<file path="config.mk">
export PLATFORM = sky130hd
export DESIGN_NAME = pf_lpddr3_dqsw_training_ctrl_flat
export DESIGN_NICKNAME = d
export VERILOG_FILES = /design/src/rtl/pf_lpddr3_dqsw_training_ctrl_if.sv /design/src/rtl/pf_lpddr3_dqsw_training_ctrl.sv /design/src/flat_wrapper.sv
export SDC_FILE = /design/constraint.sdc
export NUM_CORES = 1
export LEC_CHECK = 0
export CAP_MARGIN = 20
export CORE_AREA = 8 8 67 69
export DETAILED_ROUTE_END_ITERATION = 8
export DIE_AREA = 0 0 75 77
export GPL_TIMING_DRIVEN = 1
export HOLD_SLACK_MARGIN = 0.02
export PLACE_DENSITY_LB_ADDON = 0.12
export SYNTH_ARGS = -nofsm -noshare
export SYNTH_HDL_FRONTEND = slang
export SYNTH_SLANG_ARGS = --single-unit
</file>
<file path="constraint.sdc">
create_clock -name FAB_CLK -period 2.35 [get_ports FAB_CLK]
set_input_delay 0.47 -clock FAB_CLK [delete_from_list [all_inputs] [get_ports FAB_CLK]]
set_output_delay 0.47 -clock FAB_CLK [all_outputs]
set_load 0.1 [all_outputs]
</file>
<file path="src/rtl/pf_lpddr3_dqsw_training_ctrl_if.sv">
`default_nettype none
// ============================================================================
// Module   : pf_lpddr3_dqsw_training_ctrl_if
// Desc     : Control/data bundle between the DQSW training sequencer and one IOD lane.
// Revision : 1.0
// ============================================================================
interface pf_lpddr3_dqsw_training_ctrl_if;
    logic [1:0] TX_DATA_0;
    logic [1:0] OE_DATA_0;
    logic       DELAY_LINE_LOAD_0;
    logic       DELAY_LINE_MOVE_0;
    logic       DELAY_LINE_DIRECTION_0;
    logic       EYE_MONITOR_CLEAR_FLAGS_0;
    logic       EYE_MONITOR_EARLY_0;
    logic       EYE_MONITOR_LATE_0;
    logic       DELAY_LINE_OUT_OF_RANGE_0;
    logic [1:0] RX_DATA_0;

    modport master (
        output TX_DATA_0,
        output OE_DATA_0,
        output DELAY_LINE_LOAD_0,
        output DELAY_LINE_MOVE_0,
        output DELAY_LINE_DIRECTION_0,
        output EYE_MONITOR_CLEAR_FLAGS_0,
        input  EYE_MONITOR_EARLY_0,
        input  EYE_MONITOR_LATE_0,
        input  DELAY_LINE_OUT_OF_RANGE_0,
        input  RX_DATA_0
    );

    modport slave (
        input  TX_DATA_0,
        input  OE_DATA_0,
        input  DELAY_LINE_LOAD_0,
        input  DELAY_LINE_MOVE_0,
        input  DELAY_LINE_DIRECTION_0,
        input  EYE_MONITOR_CLEAR_FLAGS_0,
        output EYE_MONITOR_EARLY_0,
        output EYE_MONITOR_LATE_0,
        output DELAY_LINE_OUT_OF_RANGE_0,
        output RX_DATA_0
    );
endinterface
`default_nettype wire

</file>
<file path="src/rtl/pf_lpddr3_dqsw_training_ctrl.sv">
`default_nettype none
// ============================================================================
// Module   : pf_lpddr3_dqsw_training_ctrl
// Desc     : Sweeps the IOD delay line and parks it on the first clean 0->1 tap.
// Revision : 1.0
// ============================================================================
module pf_lpddr3_dqsw_training_ctrl #(
    parameter int MAX_TAPS      = 128,
    parameter int SETTLE_CYCLES = 8,
    parameter int SAMPLE_CYCLES = 16
) (
    input  logic                                  FAB_CLK,
    input  logic                                  SYNC_RST,
    input  logic                                  START,
    pf_lpddr3_dqsw_training_ctrl_if.master        iod,
    output logic                                  BUSY,
    output logic                                  DONE,
    output logic                                  FAIL,
    output logic [7:0]                            TAP_COUNT,
    output logic [7:0]                            EDGE_TAP
);

    localparam int c_CNT_MAX = (SETTLE_CYCLES > SAMPLE_CYCLES) ? SETTLE_CYCLES : SAMPLE_CYCLES;
    localparam int c_CNT_W   = $clog2(c_CNT_MAX + 1);
    localparam logic [c_CNT_W-1:0] c_SETTLE_LAST = c_CNT_W'(SETTLE_CYCLES - 1);
    localparam logic [c_CNT_W-1:0] c_SAMPLE_LAST = c_CNT_W'(SAMPLE_CYCLES - 1);
    localparam logic [7:0]         c_LAST_TAP    = 8'(MAX_TAPS - 1);

    typedef enum logic [3:0] {
        S_IDLE   = 4'd0,
        S_LOAD   = 4'd1,
        S_CLEAR  = 4'd2,
        S_SETTLE = 4'd3,
        S_SAMPLE = 4'd4,
        S_EVAL   = 4'd5,
        S_STEP   = 4'd6,
        S_DONE   = 4'd7,
        S_FAIL   = 4'd8
    } state_t;

    state_t               r_state;
    state_t               w_state_nxt;
    logic [c_CNT_W-1:0]   r_cnt;
    logic [7:0]           r_tap;
    logic [7:0]           r_edge;
    logic                 r_seen_zero;
    logic                 r_first;
    logic                 r_mismatch;
    logic                 r_flag;
    logic                 r_rx0_q;
    logic                 r_flag_q;
    logic                 r_oor_q;
    logic                 w_load;
    logic                 w_move;
    logic                 w_clear;
    logic                 w_busy;
    logic                 w_clean;
    logic                 w_edge_found;
    logic                 w_step_fail;
    logic                 w_unused_rx1;

    assign w_unused_rx1 = iod.RX_DATA_0[1];

    assign w_clean      = !r_mismatch && !r_flag;
    assign w_edge_found = w_clean && r_first && r_seen_zero;
    assign w_step_fail  = (r_tap == c_LAST_TAP) || r_oor_q;

    always_ff @(posedge FAB_CLK) begin
        if (SYNC_RST) begin
            r_state <= S_IDLE;
        end else begin
            r_state <= w_state_nxt;
        end
    end

    always_comb begin
        w_state_nxt = r_state;
        w_load      = 1'b0;
        w_move      = 1'b0;
        w_clear     = 1'b0;
        w_busy      = 1'b1;
        case (r_state)
            S_IDLE, S_DONE, S_FAIL: begin
                w_busy = 1'b0;
                if (START) begin
                    w_state_nxt = S_LOAD;
                end
            end
            S_LOAD: begin
                w_load      = 1'b1;
                w_state_nxt = S_CLEAR;
            end
            S_CLEAR: begin
                w_clear     = 1'b1;
                w_state_nxt = S_SETTLE;
            end
            S_SETTLE: begin
                if (r_cnt == c_SETTLE_LAST) begin
                    w_state_nxt = S_SAMPLE;
                end
            end
            S_SAMPLE: begin
                if (r_cnt == c_SAMPLE_LAST) begin
                    w_state_nxt = S_EVAL;
                end
            end
            S_EVAL: begin
                w_state_nxt = w_edge_found ? S_DONE : S_STEP;
            end
            S_STEP: begin
                // A range violation ends the sweep instead of moving further.
                if (w_step_fail) begin
                    w_state_nxt = S_FAIL;
                end else begin
                    w_move      = 1'b1;
                    w_state_nxt = S_CLEAR;
                end
            end
            default: begin
                w_state_nxt = S_IDLE;
            end
        endcase
    end

    always_ff @(posedge FAB_CLK) begin
        if (SYNC_RST) begin
            r_cnt       <= '0;
            r_tap       <= '0;
            r_edge      <= '0;
            r_seen_zero <= 1'b0;
            r_first     <= 1'b0;
            r_mismatch  <= 1'b0;
            r_flag      <= 1'b0;
            r_rx0_q     <= 1'b0;
            r_flag_q    <= 1'b0;
            r_oor_q     <= 1'b0;
        end else begin
            r_rx0_q  <= iod.RX_DATA_0[0];
            r_flag_q <= iod.EYE_MONITOR_EARLY_0 | iod.EYE_MONITOR_LATE_0;
            r_oor_q  <= iod.DELAY_LINE_OUT_OF_RANGE_0;

            if (w_state_nxt != r_state) begin
                r_cnt <= '0;
            end else if (r_state == S_SETTLE || r_state == S_SAMPLE) begin
                r_cnt <= r_cnt + 1'b1;
            end

            case (r_state)
                S_LOAD: begin
                    r_tap       <= '0;
                    r_seen_zero <= 1'b0;
                end
                S_SAMPLE: begin
                    if (r_cnt == '0) begin
                        r_first    <= r_rx0_q;
                        r_mismatch <= 1'b0;
                        r_flag     <= r_flag_q;
                    end else begin
                        r_mismatch <= r_mismatch | (r_rx0_q != r_first);
                        r_flag     <= r_flag | r_flag_q;
                    end
                end
                S_EVAL: begin
                    // Only a clean zero arms edge detection; noisy taps leave it untouched.
                    if (w_clean && !r_first) begin
                        r_seen_zero <= 1'b1;
                    end
                    if (w_edge_found) begin
                        r_edge <= r_tap;
                    end
                end
                S_STEP: begin
                    if (!w_step_fail && r_tap != 8'hFF) begin
                        r_tap <= r_tap + 8'd1;
                    end
                end
                default: begin
                end
            endcase
        end
    end

    assign iod.TX_DATA_0                 = w_busy ? 2'b01 : 2'b00;
    assign iod.OE_DATA_0                 = w_busy ? 2'b11 : 2'b00;
    assign iod.DELAY_LINE_LOAD_0         = w_load;
    assign iod.DELAY_LINE_MOVE_0         = w_move;
    assign iod.DELAY_LINE_DIRECTION_0    = 1'b1;
    assign iod.EYE_MONITOR_CLEAR_FLAGS_0 = w_clear;

    assign BUSY      = w_busy;
    assign DONE      = (r_state == S_DONE);
    assign FAIL      = (r_state == S_FAIL);
    assign TAP_COUNT = r_tap;
    assign EDGE_TAP  = r_edge;

endmodule
`default_nettype wire

</file>
<file path="src/flat_wrapper.sv">
// flat-port wrapper written by rule: the top's interface ports become plain ports
module pf_lpddr3_dqsw_training_ctrl_flat 
#(
    parameter int MAX_TAPS      = 128,
    parameter int SETTLE_CYCLES = 8,
    parameter int SAMPLE_CYCLES = 16
)
  (FAB_CLK, SYNC_RST, START, BUSY, DONE, FAIL, TAP_COUNT, EDGE_TAP, iod_TX_DATA_0, iod_OE_DATA_0, iod_DELAY_LINE_LOAD_0, iod_DELAY_LINE_MOVE_0, iod_DELAY_LINE_DIRECTION_0, iod_EYE_MONITOR_CLEAR_FLAGS_0, iod_EYE_MONITOR_EARLY_0, iod_EYE_MONITOR_LATE_0, iod_DELAY_LINE_OUT_OF_RANGE_0, iod_RX_DATA_0);
  pf_lpddr3_dqsw_training_ctrl_if iod_i ();
  input  logic FAB_CLK;
  input  logic SYNC_RST;
  input  logic START;
  output logic BUSY;
  output logic DONE;
  output logic FAIL;
  output logic [7:0] TAP_COUNT;
  output logic [7:0] EDGE_TAP;
  output wire logic [$bits(iod_i.TX_DATA_0)-1:0] iod_TX_DATA_0;
  output wire logic [$bits(iod_i.OE_DATA_0)-1:0] iod_OE_DATA_0;
  output wire logic [$bits(iod_i.DELAY_LINE_LOAD_0)-1:0] iod_DELAY_LINE_LOAD_0;
  output wire logic [$bits(iod_i.DELAY_LINE_MOVE_0)-1:0] iod_DELAY_LINE_MOVE_0;
  output wire logic [$bits(iod_i.DELAY_LINE_DIRECTION_0)-1:0] iod_DELAY_LINE_DIRECTION_0;
  output wire logic [$bits(iod_i.EYE_MONITOR_CLEAR_FLAGS_0)-1:0] iod_EYE_MONITOR_CLEAR_FLAGS_0;
  input wire logic [$bits(iod_i.EYE_MONITOR_EARLY_0)-1:0] iod_EYE_MONITOR_EARLY_0;
  input wire logic [$bits(iod_i.EYE_MONITOR_LATE_0)-1:0] iod_EYE_MONITOR_LATE_0;
  input wire logic [$bits(iod_i.DELAY_LINE_OUT_OF_RANGE_0)-1:0] iod_DELAY_LINE_OUT_OF_RANGE_0;
  input wire logic [$bits(iod_i.RX_DATA_0)-1:0] iod_RX_DATA_0;
  assign iod_TX_DATA_0 = iod_i.TX_DATA_0;
  assign iod_OE_DATA_0 = iod_i.OE_DATA_0;
  assign iod_DELAY_LINE_LOAD_0 = iod_i.DELAY_LINE_LOAD_0;
  assign iod_DELAY_LINE_MOVE_0 = iod_i.DELAY_LINE_MOVE_0;
  assign iod_DELAY_LINE_DIRECTION_0 = iod_i.DELAY_LINE_DIRECTION_0;
  assign iod_EYE_MONITOR_CLEAR_FLAGS_0 = iod_i.EYE_MONITOR_CLEAR_FLAGS_0;
  assign iod_i.EYE_MONITOR_EARLY_0 = iod_EYE_MONITOR_EARLY_0;
  assign iod_i.EYE_MONITOR_LATE_0 = iod_EYE_MONITOR_LATE_0;
  assign iod_i.DELAY_LINE_OUT_OF_RANGE_0 = iod_DELAY_LINE_OUT_OF_RANGE_0;
  assign iod_i.RX_DATA_0 = iod_RX_DATA_0;
  pf_lpddr3_dqsw_training_ctrl #(.MAX_TAPS(MAX_TAPS), .SETTLE_CYCLES(SETTLE_CYCLES), .SAMPLE_CYCLES(SAMPLE_CYCLES)) u_core (.FAB_CLK(FAB_CLK), .SYNC_RST(SYNC_RST), .START(START), .iod(iod_i), .BUSY(BUSY), .DONE(DONE), .FAIL(FAIL), .TAP_COUNT(TAP_COUNT), .EDGE_TAP(EDGE_TAP));
endmodule
</file>
* Yosys cells after proc, flatten, opt, wreduce, memory -nomap -nowiden
Cells that the tools add are included.
Storage, ports and cells: flip-flop bits (word level) 32, latch bits 0, memory bits (writable) 0, bits in read-only memories 0, output and inout port bits 27, word-level logic and storage cells 72, memories 0
Operators by class: $add $sub $neg 2, $mul 0, div/mod/pow operators 0, $lt $le $gt $ge 0, eq/ne operators 16, shift-type cells 0, mux-type cells 19, bitwise logic cells 3, reductions and logical operators 21
Operators by type and width (number):
- 4-bit case mux with 7 select lines | 1
- 4-bit by 3-bit equality test with 1-bit output, second input constant | 4
- 4-bit two-way mux | 4
- 8-bit case mux with 2 select lines | 1
- 1-bit two-way mux | 10
- 8-bit by 1-bit adder with 8-bit output, second input constant | 1
- 4-bit by 2-bit equality test with 1-bit output, second input constant | 2
- 8-bit by 7-bit equality test with 1-bit output, second input constant | 1
- 8-bit two-way mux | 1
- 8-bit != test, second input constant | 1
- 2-bit AND reduction | 4
- 5-bit by 1-bit adder with 5-bit output, second input constant | 1
- 5-bit by 3-bit equality test with 1-bit output, second input constant | 1
- 5-bit by 4-bit equality test with 1-bit output, second input constant | 1
- 1-bit logical AND | 5
- 5-bit logical NOT | 1
- 4-bit by 1-bit equality test with 1-bit output, second input constant | 1
- 4-bit equality test, second input constant | 1
- 1-bit logical NOT | 4
- 4-bit logical NOT | 1
- 2-bit by 1-bit != test with 1-bit output, second input constant | 2
- 4-bit != test | 1
- 2-bit nonzero test | 2
- 1-bit OR | 3
- 6 further kinds | 7

* Longest topological paths before layout
word-level depth 8, gate-level depth with buffers 8, depth with buffers taken out 8

* Worst setup path after synthesis
Ideal clock, no wire load.
kind register to output, from register u_core.r_state[2], to output iod_OE_DATA_0[0], data arrival time 3.184 ns, required time 1.880 ns, setup slack -1.304 ns, cell stages (with the launch flop) 7, cells stage by stage dfxtp_1 -> clkbuf_1 -> inv_1 -> nor2_1 -> and3_1 -> nor2_1 -> buf_4
On the way: cells in the longest elaborated chain, start to end 3, elaborated cells between the ends (all ways) 5, those cells by class 2 x eq/ne; 1 x mux; 2 x reduce/logical
Ends and longest elaborated chain:
- start, declared | line pf_lpddr3_dqsw_training_ctrl.sv:41 | state_t r_state;
- start signal, assigned | line pf_lpddr3_dqsw_training_ctrl.sv:72 | r_state <= w_state_nxt;
- 4-bit by 3-bit equality test with 1-bit output
- via DONE | line flat_wrapper.sv:14 | output logic DONE;
- 3-bit OR reduction | line pf_lpddr3_dqsw_training_ctrl.sv:82 | case (r_state)
- 2-bit two-way mux | line pf_lpddr3_dqsw_training_ctrl.sv:184 | assign iod.OE_DATA_0 = w_busy ? 2'b11 : 2'b00;
- end, declared | line flat_wrapper.sv:19 | output wire logic [$bits(iod_i.OE_DATA_0)-1:0] iod_OE_DATA_0;
The timed path passes the listed nets, and every way through them passes these cells.

* Final worst setup path
from register u_core.r_tap[0] (netlist: u_core.TAP_COUNT[0]), to output iod_DELAY_LINE_MOVE_0
On the way: cells in the longest elaborated chain, start to end 4
Ends and longest elaborated chain:
- start, declared | line pf_lpddr3_dqsw_training_ctrl.sv:44 | logic [7:0] r_tap;
- start signal, assigned | line pf_lpddr3_dqsw_training_ctrl.sv:174 | r_tap <= r_tap + 8'd1;
- 8-bit by 7-bit equality test with 1-bit output | line pf_lpddr3_dqsw_training_ctrl.sv:66 | assign w_step_fail = (r_tap == c_LAST_TAP) || r_oor_q;
- 1-bit logical OR | line pf_lpddr3_dqsw_training_ctrl.sv:66
- 1-bit two-way mux | line pf_lpddr3_dqsw_training_ctrl.sv:112 | if (w_step_fail) begin
- 1-bit two-way mux | line pf_lpddr3_dqsw_training_ctrl.sv:82
- end, declared | line flat_wrapper.sv:21 | output wire logic [$bits(iod_i.DELAY_LINE_MOVE_0)-1:0] iod_DELAY_LINE_MOVE_0;
No other way between the ends.

==> impl_metrics.tcl <==
set metrics [dict create \
    run_status "completed" \
    synth.lib_cells_used.distinct 44 \
    cts.sink_count 32 \
    final_clock_period_utilization_by_the_worst_path 0.9585 \
    htree_num_levels 2 \
    initial_utilization 0.4746 \
    wl_mm 3.794 \
    setup_viol 0 \
    hpwl_after_detailed_placement_mm 2.812 \
    cp.buffers_inverters 1 \
    worstPathCellList "ha_1 -> a41oi_1 -> nor2b_4 -> buf_12" \
    port_buffers 31 \
    slew_headroom 0.5899 \
    core_area_sq_um 3496 \
    ir_drop_uv 443.6 \
    post-route-worst-setup-slack_ns 0.09756 \
    final_core_utilization 0.6102 \
    max-clock-path-buffers 2 \
    drc 0 \
    routedWlPerCell_um 14.26 \
    crit_type "reg2out" \
    hold_path_class "reg2reg" \
    synth_enable_flop_cells 0 \
    proportion_of_layout_cells_with_a_drive_suffix_above_1 0.2661 \
    num_io_pins 35 \
    worst_setup_hold_path_clk_slew_ns 0.10 \
    cts_post_setup_buffers_inserted 0 \
    die_w_um 75 \
    avgSynthCellArea_sq_um 8.732 \
    synth_top_cell_area_share 0.3861 \
    detail_route.vias_per_cell 5.259 \
    report.power.total_mw 1.224 \
    power.static_leakage_nw 0.8024 \
    worstSetupStartpointType "register" \
    grt_setup_unrepaired "no" \
    post-synth-top-area-cell "dfxtp_1" \
    worst_clk_skew_ns 0.005419 \
    placementRows 22 \
    cp_top_family "flip-flops" \
    maxSlewViolCount 0 \
    num_vias 1399 \
    die_area_sq_um 5775 \
    clock_latency_ns 0.34 \
    synth_top_cells_by_area "dfxtp_1 39%, nor2_1 6.1%, mux2i_1 6.0%" \
    synth_most_common_cell "dfxtp_1" \
    max_freq_mhz 444.0 \
    fp.dieH_um 77 \
    global_route.overflow_total 0 \
    synthArstFlopShare 0 \
    synth_area_sq_um 1659 \
    ys_warn_count 0 \
    part_of_the_yosys_area_used_for_sequential_elements 0.3861 \
    grt_start_max_net_pins 20 \
    yosys_register_bits 32 \
    drv_cap 0 \
    drt_iter0_markers 84 \
    tritoncts.num_buffers 5 \
    firstDrtPassIters 4 \
    track_usage 0.1373 \
    path_max_fanout 5 \
    tritoncts "done" \
    maximum_cell_stage_delay_along_the_critical_path_ns 0.37 \
    layout_min_cycle_time_ns 2.252 \
    antenna_found_initial 0 \
    dominantRegCellSynth "dfxtp_1" \
    synth_commonest_cells "32 x dfxtp_1, 27 x nor2_1, 10 x inv_1, 10 x mux2i_1, 10 x nor3_1" \
    area_growth_syn_to_layout_pct 28.58 \
    final.setup.tns_ns 0 \
    placement.setup.worst_slack_ns 0.2903 \
    antenna_cells 0 \
    worst-endpoint-required_ns 1.88 \
    crit_path_end_kind "primary output" \
    synth_fp_nets 202 \
    cts_hold_buffers 0 \
    slowest_cell_on_the_critical_path "dfxtp_2" \
    syn_inst 190 \
    final_net_count 229 \
    routabilityCongestion 0.8273 \
    power_density_over_cell_area_nw_per_um2 573.9 \
    detail-route-antenna-nets 0 \
    report.final.hold_viol_count 0 \
    via_count_of_the_first_global_routing_pass 1325 \
    worstMarginPinSlew_ns 0.6123 \
    first_pass_grt_wire_length_mm 6.230 \
    timing.critical_path.arrival_ns 1.78 \
    clock_tree.root_cell "clkbuf_4" \
]
-- metrics by stage --
step	instance area, sq um	std cells	hold slack [ns]
after floorplan	1722	190	0.4433
after global placement	2063	258	0.4515
after detailed placement	2063	258	0.4604
after CTS	2126	266	0.4745
after global routing	2133	266	0.5066
final	2133	266	0.4735
-- logic make-up after synthesis --
logic type | synth area share
xor+xnor | 0.04223
other cells | 0.004527
buf+inv | 0.07013
flops | 0.3861
mux | 0.06863
compound gates | 0.1380
simple gates | 0.2602
fa+ha+maj | 0.03017
-- worst paths after layout --
check	from	depth (start not counted)	end	slack, ns
max	u_core.TAP_COUNT[0]	4	iod_DELAY_LINE_MOVE_0	0.1
min reg2reg	u_core.r_rx0_q	2	u_core.r_first	0.47
min	u_core.r_rx0_q	2	u_core.r_first	0.47
max reg2reg	u_core.r_state[1]	5	u_core.TAP_COUNT[7]	0.29
-- tightest hold or removal path: cells and delay by family (launching register included) --
family             cells  cell delay [ns]
AOI/OAI and AO/OA      1             0.05
and+or+nand+nor        1             0.06
DFF                    1             0.33
-- flip-flops by register name, summed over array words and instances (netlist names) --
| register | flops |
|---|---|
| u_core.r_seen_zero | 1 |
| u_core.r_cnt | 5 |
| u_core.r_flag | 1 |
| u_core.r_state | 4 |
| u_core.r_first | 1 |
| u_core.TAP_COUNT | 8 |
| u_core.r_mismatch | 1 |
| u_core.r_oor_q | 1 |
| u_core.r_flag_q | 1 |
| u_core.r_rx0_q | 1 |
| u_core.EDGE_TAP | 8 |
-- area by class of cell --
| class | instances | area [sq um] |
|---|---|---|
| Fill cell | 314 | 1363 |
| Multi-Input combinational cell | 134 | 938.4 |
| Clock buffer | 7 | 55.05 |
| Inverter | 10 | 37.54 |
| Timing Repair Buffer | 34 | 382.9 |
| Tap cell | 48 | 60.06 |
| Clock inverter | 1 | 7.507 |
| Sequential cell | 32 | 651.9 |
-- report_power, final --
group / total, mW / leakage (nW) / internal, mW / switching (mW)
logic: 0.315 / 0.507 / 0.107 / 0.208
registers: 0.567 / 0.264 / 0.549 / 0.0176
clock network: 0.343 / 0.0315 / 0.146 / 0.197
total: 1.22 / 0.802 / 0.802 / 0.422
-- per-layer routing --
| metal | wire length (um) | share of wire | track usage |
|---|---|---|---|
| met1 | 1703 | 0.45 | 0.1600 |
| met2 | 1799 | 0.47 | 0.2163 |
| met3 | 236 | 0.062 | 0.05592 |
| met4 | 55 | 0.014 | 0.04902 |
| met5 | 0 | 0 | 0 |
-- placed cells by master, fill, tap and decap left out, types with 6 or more instances in the layout --
master            n
nor2_1           26
dfxtp_1          23
buf_4            19
inv_1            10
mux2i_1          10
a21oi_1           9
buf_12            9
dfxtp_2           9
nor3_1            8
nand2_1           7
o21ai_0           7
clkdlybuf4s50_1   6
-- what timing repair did --
item                                    in CTS  in global routing
hold endpoints to repair                     0                  0
endpoints found under the setup margin       0                  5
resized for setup                            0                  3
(Power assumes the default switching activity.)
